==> src/rtl/wshb_arb_pkg.sv <==
// Shared types and constants for the two-master Wishbone arbiter.
package wshb_arb_pkg;

  localparam int NB_MASTERS = 2;
  localparam int DEF_ADDR_W = 32;
  localparam int DEF_DATA_W = 32;

  typedef enum logic [1:0] {
    IDLE = 2'd0,
    GNT0 = 2'd1,
    GNT1 = 2'd2
  } arb_state_t;

endpackage

==> src/rtl/wshb_arb_mux.sv <==
// Combinational master-to-slave request mux and slave-to-master ack demux,
// steered by a one-hot grant vector.
module wshb_arb_mux #(
  parameter int ADDR_W = 32,
  parameter int DATA_W = 32
) (
  input  logic [1:0]          gnt,
  input  logic                m0_cyc,
  input  logic                m0_stb,
  input  logic                m0_we,
  input  logic [ADDR_W-1:0]   m0_adr,
  input  logic [DATA_W-1:0]   m0_dat_w,
  input  logic [DATA_W/8-1:0] m0_sel,
  output logic                m0_ack,
  input  logic                m1_cyc,
  input  logic                m1_stb,
  input  logic                m1_we,
  input  logic [ADDR_W-1:0]   m1_adr,
  input  logic [DATA_W-1:0]   m1_dat_w,
  input  logic [DATA_W/8-1:0] m1_sel,
  output logic                m1_ack,
  output logic [DATA_W-1:0]   m_dat_r,
  output logic                s_cyc,
  output logic                s_stb,
  output logic                s_we,
  output logic [ADDR_W-1:0]   s_adr,
  output logic [DATA_W-1:0]   s_dat_w,
  output logic [DATA_W/8-1:0] s_sel,
  input  logic                s_ack,
  input  logic [DATA_W-1:0]   s_dat_r
);

  always_comb begin
    s_cyc   = 1'b0;
    s_stb   = 1'b0;
    s_we    = 1'b0;
    s_adr   = '0;
    s_dat_w = '0;
    s_sel   = '0;
    if (gnt[0]) begin
      s_cyc   = m0_cyc;
      s_stb   = m0_stb;
      s_we    = m0_we;
      s_adr   = m0_adr;
      s_dat_w = m0_dat_w;
      s_sel   = m0_sel;
    end else if (gnt[1]) begin
      s_cyc   = m1_cyc;
      s_stb   = m1_stb;
      s_we    = m1_we;
      s_adr   = m1_adr;
      s_dat_w = m1_dat_w;
      s_sel   = m1_sel;
    end
  end

  // Acks follow the grant only, so a stray s_ack while idle reaches nobody.
  assign m0_ack  = s_ack & gnt[0];
  assign m1_ack  = s_ack & gnt[1];
  assign m_dat_r = s_dat_r;

endmodule

==> src/rtl/wshb_arbiter.sv <==
// Two-master, one-slave Wishbone classic arbiter (VGA reader vs. mire
// generator) with bus-cycle-long grants and fixed or round-robin priority.
module wshb_arbiter
  import wshb_arb_pkg::*;
#(
  parameter int ADDR_W     = DEF_ADDR_W,
  parameter int DATA_W     = DEF_DATA_W,
  parameter int FIXED_PRIO = 0
) (
  input  logic                clk,
  input  logic                rst,
  input  logic                m0_cyc,
  input  logic                m0_stb,
  input  logic                m0_we,
  input  logic [ADDR_W-1:0]   m0_adr,
  input  logic [DATA_W-1:0]   m0_dat_w,
  input  logic [DATA_W/8-1:0] m0_sel,
  output logic                m0_ack,
  input  logic                m1_cyc,
  input  logic                m1_stb,
  input  logic                m1_we,
  input  logic [ADDR_W-1:0]   m1_adr,
  input  logic [DATA_W-1:0]   m1_dat_w,
  input  logic [DATA_W/8-1:0] m1_sel,
  output logic                m1_ack,
  output logic [DATA_W-1:0]   m_dat_r,
  output logic                s_cyc,
  output logic                s_stb,
  output logic                s_we,
  output logic [ADDR_W-1:0]   s_adr,
  output logic [DATA_W-1:0]   s_dat_w,
  output logic [DATA_W/8-1:0] s_sel,
  input  logic                s_ack,
  input  logic [DATA_W-1:0]   s_dat_r
);

  arb_state_t              state_reg, state_next;
  logic                    last_grant_reg, last_grant_next;
  logic [NB_MASTERS-1:0]   gnt;

  always_ff @(posedge clk) begin
    if (rst) begin
      state_reg      <= IDLE;
      last_grant_reg <= 1'b1;
    end else begin
      state_reg      <= state_next;
      last_grant_reg <= last_grant_next;
    end
  end

  // Grants always pass through IDLE, so the slave sees s_cyc low between owners.
  always_comb begin
    state_next      = state_reg;
    last_grant_next = last_grant_reg;
    case (state_reg)
      IDLE: begin
        if (m0_cyc && m1_cyc) begin
          if (FIXED_PRIO != 0 || last_grant_reg) state_next = GNT0;
          else                                   state_next = GNT1;
        end else if (m0_cyc) begin
          state_next = GNT0;
        end else if (m1_cyc) begin
          state_next = GNT1;
        end
      end
      GNT0:    if (!m0_cyc) state_next = IDLE;
      GNT1:    if (!m1_cyc) state_next = IDLE;
      default: state_next = IDLE;
    endcase
    if (state_reg == IDLE && state_next == GNT0) last_grant_next = 1'b0;
    if (state_reg == IDLE && state_next == GNT1) last_grant_next = 1'b1;
  end

  always_comb begin
    gnt = '0;
    case (state_reg)
      GNT0:    gnt = 2'b01;
      GNT1:    gnt = 2'b10;
      default: gnt = 2'b00;
    endcase
  end

  wshb_arb_mux #(
    .ADDR_W (ADDR_W),
    .DATA_W (DATA_W)
  ) u_mux (
    .gnt      (gnt),
    .m0_cyc   (m0_cyc),
    .m0_stb   (m0_stb),
    .m0_we    (m0_we),
    .m0_adr   (m0_adr),
    .m0_dat_w (m0_dat_w),
    .m0_sel   (m0_sel),
    .m0_ack   (m0_ack),
    .m1_cyc   (m1_cyc),
    .m1_stb   (m1_stb),
    .m1_we    (m1_we),
    .m1_adr   (m1_adr),
    .m1_dat_w (m1_dat_w),
    .m1_sel   (m1_sel),
    .m1_ack   (m1_ack),
    .m_dat_r  (m_dat_r),
    .s_cyc    (s_cyc),
    .s_stb    (s_stb),
    .s_we     (s_we),
    .s_adr    (s_adr),
    .s_dat_w  (s_dat_w),
    .s_sel    (s_sel),
    .s_ack    (s_ack),
    .s_dat_r  (s_dat_r)
  );

endmodule

==> config.mk <==
export PLATFORM = sky130hd
export DESIGN_NAME = wshb_arbiter
export DESIGN_NICKNAME = d
export VERILOG_FILES = /design/src/rtl/wshb_arb_pkg.sv /design/src/rtl/wshb_arb_mux.sv /design/src/rtl/wshb_arbiter.sv
export SDC_FILE = /design/constraint.sdc
export NUM_CORES = 1
export LEC_CHECK = 0
export BUFFER_PORTS_ARGS = -buffer_cell sky130_fd_sc_hd__buf_4
export CAP_MARGIN = 20
export CORE_AREA = 2 2 111 113
export CTS_BUF_LIST = sky130_fd_sc_hd__clkbuf_4
export CTS_CLUSTER_DIAMETER = 150
export DETAILED_ROUTE_END_ITERATION = 12
export DIE_AREA = 0 0 113 115
export MAX_ROUTING_LAYER = met4
export RECOVER_POWER = 50
export SYNTH_ARGS = -nofsm -noshare
export SYNTH_HDL_FRONTEND = slang
export SYNTH_HIERARCHICAL = 1
export SYNTH_SLANG_ARGS = --single-unit
==> constraint.sdc <==
create_clock -name clk -period 2.3 [get_ports clk]
set_clock_uncertainty 0.2 [all_clocks]
set_input_delay 0.46 -clock clk [delete_from_list [all_inputs] [get_ports clk]]
set_output_delay 0.46 -clock clk [all_outputs]
set_load 0.02 [all_outputs]
* After elaboration in Yosys (flattened, before gate mapping)
Index checks and enable logic that the tools add are counted.
** Operators by class
- Bitwise logic cells :: 2
- Muxes and demuxes :: 20
- Divide/modulo/power cells :: 0
- Reduce and logical (&&, ||, !) cells :: 5
- Shift operators :: 0
- Multiply operators :: 0
- Equal/unequal tests :: 4
- $add $sub $neg :: 0
- Magnitude comparators :: 0
** Operators with widths (number)
- $mux 32 :: 4
- $mux 2 :: 6
- $mux 4 :: 2
- $mux 1 :: 6
- $pmux 2 s3 :: 1
- $eq 2x1->1 const B :: 2
- $eq 2x2->1 const B :: 2
- $pmux 2 s2 :: 1
- $logic_and 1x1->1 :: 3
- $and 1x1->1 :: 2
- $logic_not 2->1 :: 1
- $reduce_or 2->1 :: 1
** Storage, ports and cells
- Memory bits (writable) :: 0
- Memory bits (read-only) :: 0
- Bits in registers :: 3
- Logic and storage cells :: 33
- Output and inout bits :: 105
- Memories kept :: 0
- Latch bits :: 0

* Logic depth before layout (Yosys ltp)
- Depth after elaboration :: 7
- Mapped depth :: 6
- Gate-level depth less buffers :: 3

* Modules after synthesis
The synthesis kept the hierarchy.
** Modules (own cells, without submodules)
- wshb_arb_mux :: cells an instance 126, area each 975.9 µm², instances 1
- wshb_arbiter :: cells an instance 12, area each 133.9 µm², instances 1

* Least setup slack after synthesis
OpenSTA, ideal clock, no wires.
- Path kind :: register -> output
- Start point :: register state_reg[0]
- End point :: output s_adr[19]
- Cell stages (with the launch flop) :: 7
- Arrival :: 1325 ps
- Slack :: 315 ps
- Path through :: dfxtp_1 > and2b_1 > nor2b_1 > buf_2 > buf_6 > buf_6 > a22o_1
** Between the ends
- Longest elaborated chain between the ends :: 4
- Elaborated cells on any way between the ends :: 5
- Those cells by class :: 2 x eq/ne; 3 x mux
** Ends and longest elaborated chain
- start, declared :: RTL line wshb_arbiter.sv:37 : arb_state_t state_reg, state_next;
- start signal, assigned :: RTL line wshb_arbiter.sv:46 : state_reg <= state_next;
- $eq 2x2->1 or $eq 2x1->1 (tied branches) :: RTL line wshb_arbiter.sv:76 : case (state_reg)
- $pmux 2 s2 * :: RTL line wshb_arbiter.sv:76
- net gnt[1] :: RTL line wshb_arbiter.sv:39 : logic [NB_MASTERS-1:0] gnt;
- $mux 32 * :: RTL line wshb_arb_mux.sv:47 : end else if (gnt[1]) begin
- $mux 32 * :: RTL line wshb_arb_mux.sv:40 : if (gnt[0]) begin
- end, declared :: RTL line wshb_arbiter.sv:30 : output logic [ADDR_W-1:0] s_adr,
Mark *: on every way through the listed nets, which the timed path passes. The rest lies on a longest branch.

* Worst setup path after layout
- Start point :: register state_reg[0]
- End point :: output s_dat_w[13]
** Between the ends
- Longest elaborated chain between the ends :: 4
- Elaborated cells on any way between the ends :: 5
- Those cells by class :: 2 x eq/ne; 3 x mux
** Ends and longest elaborated chain
- $eq 2x2->1 or $eq 2x1->1 (tied branches) :: RTL line wshb_arbiter.sv:76
- $pmux 2 s2 * :: RTL line wshb_arbiter.sv:76
- net gnt[1] :: RTL line wshb_arbiter.sv:39
- $mux 32 * :: RTL line wshb_arb_mux.sv:47
- $mux 32 * :: RTL line wshb_arb_mux.sv:40
- end, declared :: RTL line wshb_arbiter.sv:31 : output logic [DATA_W-1:0] s_dat_w,
Marked as above.

==> qor.txt <==
Number of synthesized flops with an enable pin: 0
Syn Nets: 315
Starting DRT DRC Count: 66
Post-Syn Area: 1110 um^2
Non-Filler Instances: 471
Ys flop type: dfxtp_1
Fmax: 441 MHz
Setup WS post-layout: 0.0302 ns
Synth unique cells: 16
IO Port Bufs: 217
Number of synthesized register bits: 3
CP max-delay cell: dfxtp_4
CTS tree: yes
Final #Nets: 502
Clock-pin slew on the worst setup and hold paths: 0.04 ns
Top cells by count, synth: a22o_1, buf_4, buf_2
Leakage power: 1.53 nW
Hold Crit Class: in2reg
Crit path required time: 1.64 ns
Antenna violations before repair: 0
Tmin final: 2.27 ns
Crit-path cells: and2b_2 > nor2b_4 > buf_12 > buf_12 > a22o_1 > buf_6
Ports: 282
Die Span X: 113 um
Worst stage delay on the critical path: 0.36 ns
Layout cell share with drive strength beyond 1: 73.5%
Worst Path Max Fanout: 15
Skew-Pair Late Insertion Delay: 0.24 ns
Fin Setup TNS: 0 ns
Cell area power density: 285 nW/um^2
Compound-Gate Fraction of Synth Area: 56.1%
Detailed Routing Iterations Pass 1: 8
Total track usage: 8.95%
DR vias/cell: 4.09
Smallest hold slack: 0.201 ns
Sequential-to-total area share from yosys stat: 5.41%
Vias in the first global route: 1,959
Outcome: finished with violations
Worst r2r path cells: 3
Routed wire length per instance: 14.8 um
Final critical-path share of the clock period: 98.7%
Final GP Congestion: 0.799
Gr ovfl total: 0
Largest family of logic cells by synthesized area: compound AO/OA/AOI/OAI gates
Initial Utilization: 9.40%
Synth Area in Simple Gates: 8.91%
Die Ht: 115 um
Avg Inst Size Synth: 8.04 um^2
Worst setup SP type: flip-flop
Worst Path Buf+Inv: 3
Max-cap violation count: 0
Worst slew margin: 81.9%
Most frequent cell after synthesis: a22o_1
CP Class: reg2out
XOR/XNOR Fraction of Synth Area: 0%
Clock buffer depth: 2
Worst path arrival time: 1.61 ns
Final Hold Viols: 0
Clock sinks: 3
DRC: 17
Worst hold stages: 2
Final Cell Area: 2990 um^2
Clock Tree Root: clkbuf_4
First-pass GRT wire length: 9140 um
Failing checks: design-rule violations
Synth Warn #: 6
CTS Hold Bufs: 0
Synth area leader: a22o_1
Multiplexer area fraction after synthesis: 0%
Crit-path most repeated cell: buf_12
Area share of fa/ha/maj cells after synthesis: 0%
Largest net degree at the start of global routing: 64
Largest vdd supply drop: 0.178 mV
Cells after DPL: 459
Top post-synthesis cells by area: a22o_1, buf_4, dfxtp_1, buf_2, nor4b_1
DIE AREA: 13,000 um^2
Inserted Diodes: 0
Worst setup EP type: primary output
Final setup violation count: 0
Core area: 11,800 um^2
WP depth: 6
CP delay by family, top: buffers and inverters
DRT Wirelength: 6970 um
Post-DRT Antenna Nets: 0
Dpl cell area: 2690 um^2
Cell row count: 40
H-tree levels: 1
Max FFs per register: 2
Setup WS pre-CTS: 0.232 ns
FFs w/ async S/R, synth: 0%
Final Slew Violations: 0
Worst Tran Pin Value: 0.271 ns
Synthesis-to-finish area growth: 169%
Total vias in the final route: 1,926
RSZ-0062 raised after global routing: yes
CTS Buf Count: 3
Top cell type's share of synthesized area: 54.5%
Syn Inst Count: 138
## final timing paths
path | start | endpoint | slack, ns
min reg2reg | state_reg[0] | state_reg[1] | 0.24
min | rst | state_reg[1] | 0.20
max | state_reg[0] | s_dat_w[13] | 0.03
max reg2reg | state_reg[0] | last_grant_reg | 0.85
## layer usage
| metal | GRT usage, % | wire [um] |
|---|---|---|
| met1 | 9.24 | 2440 |
| met2 | 16.8 | 3770 |
| met3 | 2.21 | 649 |
| met4 | 2.68 | 112 |
| met5 | - | 0 |
## layout make-up
| class | count | area [um^2] |
|---|---|---|
| clock buffers | 4 | 30.0 |
| fillers | 1284 | 8820 |
| multi-input cells | 87 | 738 |
| flip-flops and latches | 3 | 65.1 |
| well taps | 147 | 184 |
| repair buffers | 230 | 1970 |
## repair_timing
action | CTS | global route
gates cloned | 0 | 4
gates resized for setup | 1 | 45
buffers inserted | 0 | 4
pin swaps | 0 | 1
endpoints found under the setup margin | 3 | 70
## metrics by stage
| step | power, W | utilization [%] |
|---|---|---|
| 5_1_grt | 0.000902 | 25.3 |
| 4_1_cts | 0.000792 | 23.0 |
| 3_3_place_gp | 0.000671 | 22.7 |
| 3_5_place_dp | 0.000679 | 22.7 |
| 2_1_floorplan | 0.000398 | - |
| 6_report | 0.000851 | 25.3 |
## cell usage in the layout, fill, tap and decap left out
master | netlist | layout
a211o_1 | 1 | 1
a22o_1 | 69 | 69
and2_1 | 2 | 2
and2b_2 | 0 | 1
and3b_1 | 1 | 1
buf_12 | 0 | 4
buf_4 | 33 | 179
buf_6 | 2 | 44
clkbuf_1 | 6 | 1
clkbuf_16 | 0 | 2
clkbuf_4 | 0 | 4
dfxtp_1 | 3 | 1
dfxtp_2 | 0 | 1
dfxtp_4 | 0 | 1
nand2_1 | 4 | 4
nor2b_4 | 0 | 2
nor3b_1 | 1 | 1
nor4b_1 | 3 | 3
o21ai_0 | 2 | 2
or3b_1 | 1 | 1
## power by group
part / internal [W] / switching [W] / leakage, nW
combinational: 0.000394 / 0.000287 / 1.49
sequential: 0.0000563 / 0.00000501 / 0.0259
clock: 0.0000770 / 0.0000315 / 0.0184
total: 0.000528 / 0.000323 / 1.53
## worst reg2reg max path, delay by kind of cell, from the launching register on
kind | cells | cell delay, ns
flip-flops | 1 | 0.35
AND/OR/NAND/NOR | 1 | 0.37
buffers and inverters | 1 | 0.13
AO/OA/AOI/OAI | 1 | 0.29
## kinds of logic after synthesis
logic type,count (synthesis)
compound gates,72
flops,3
buf+inv,48
simple gates,15
(Power assumes the default switching activity.)
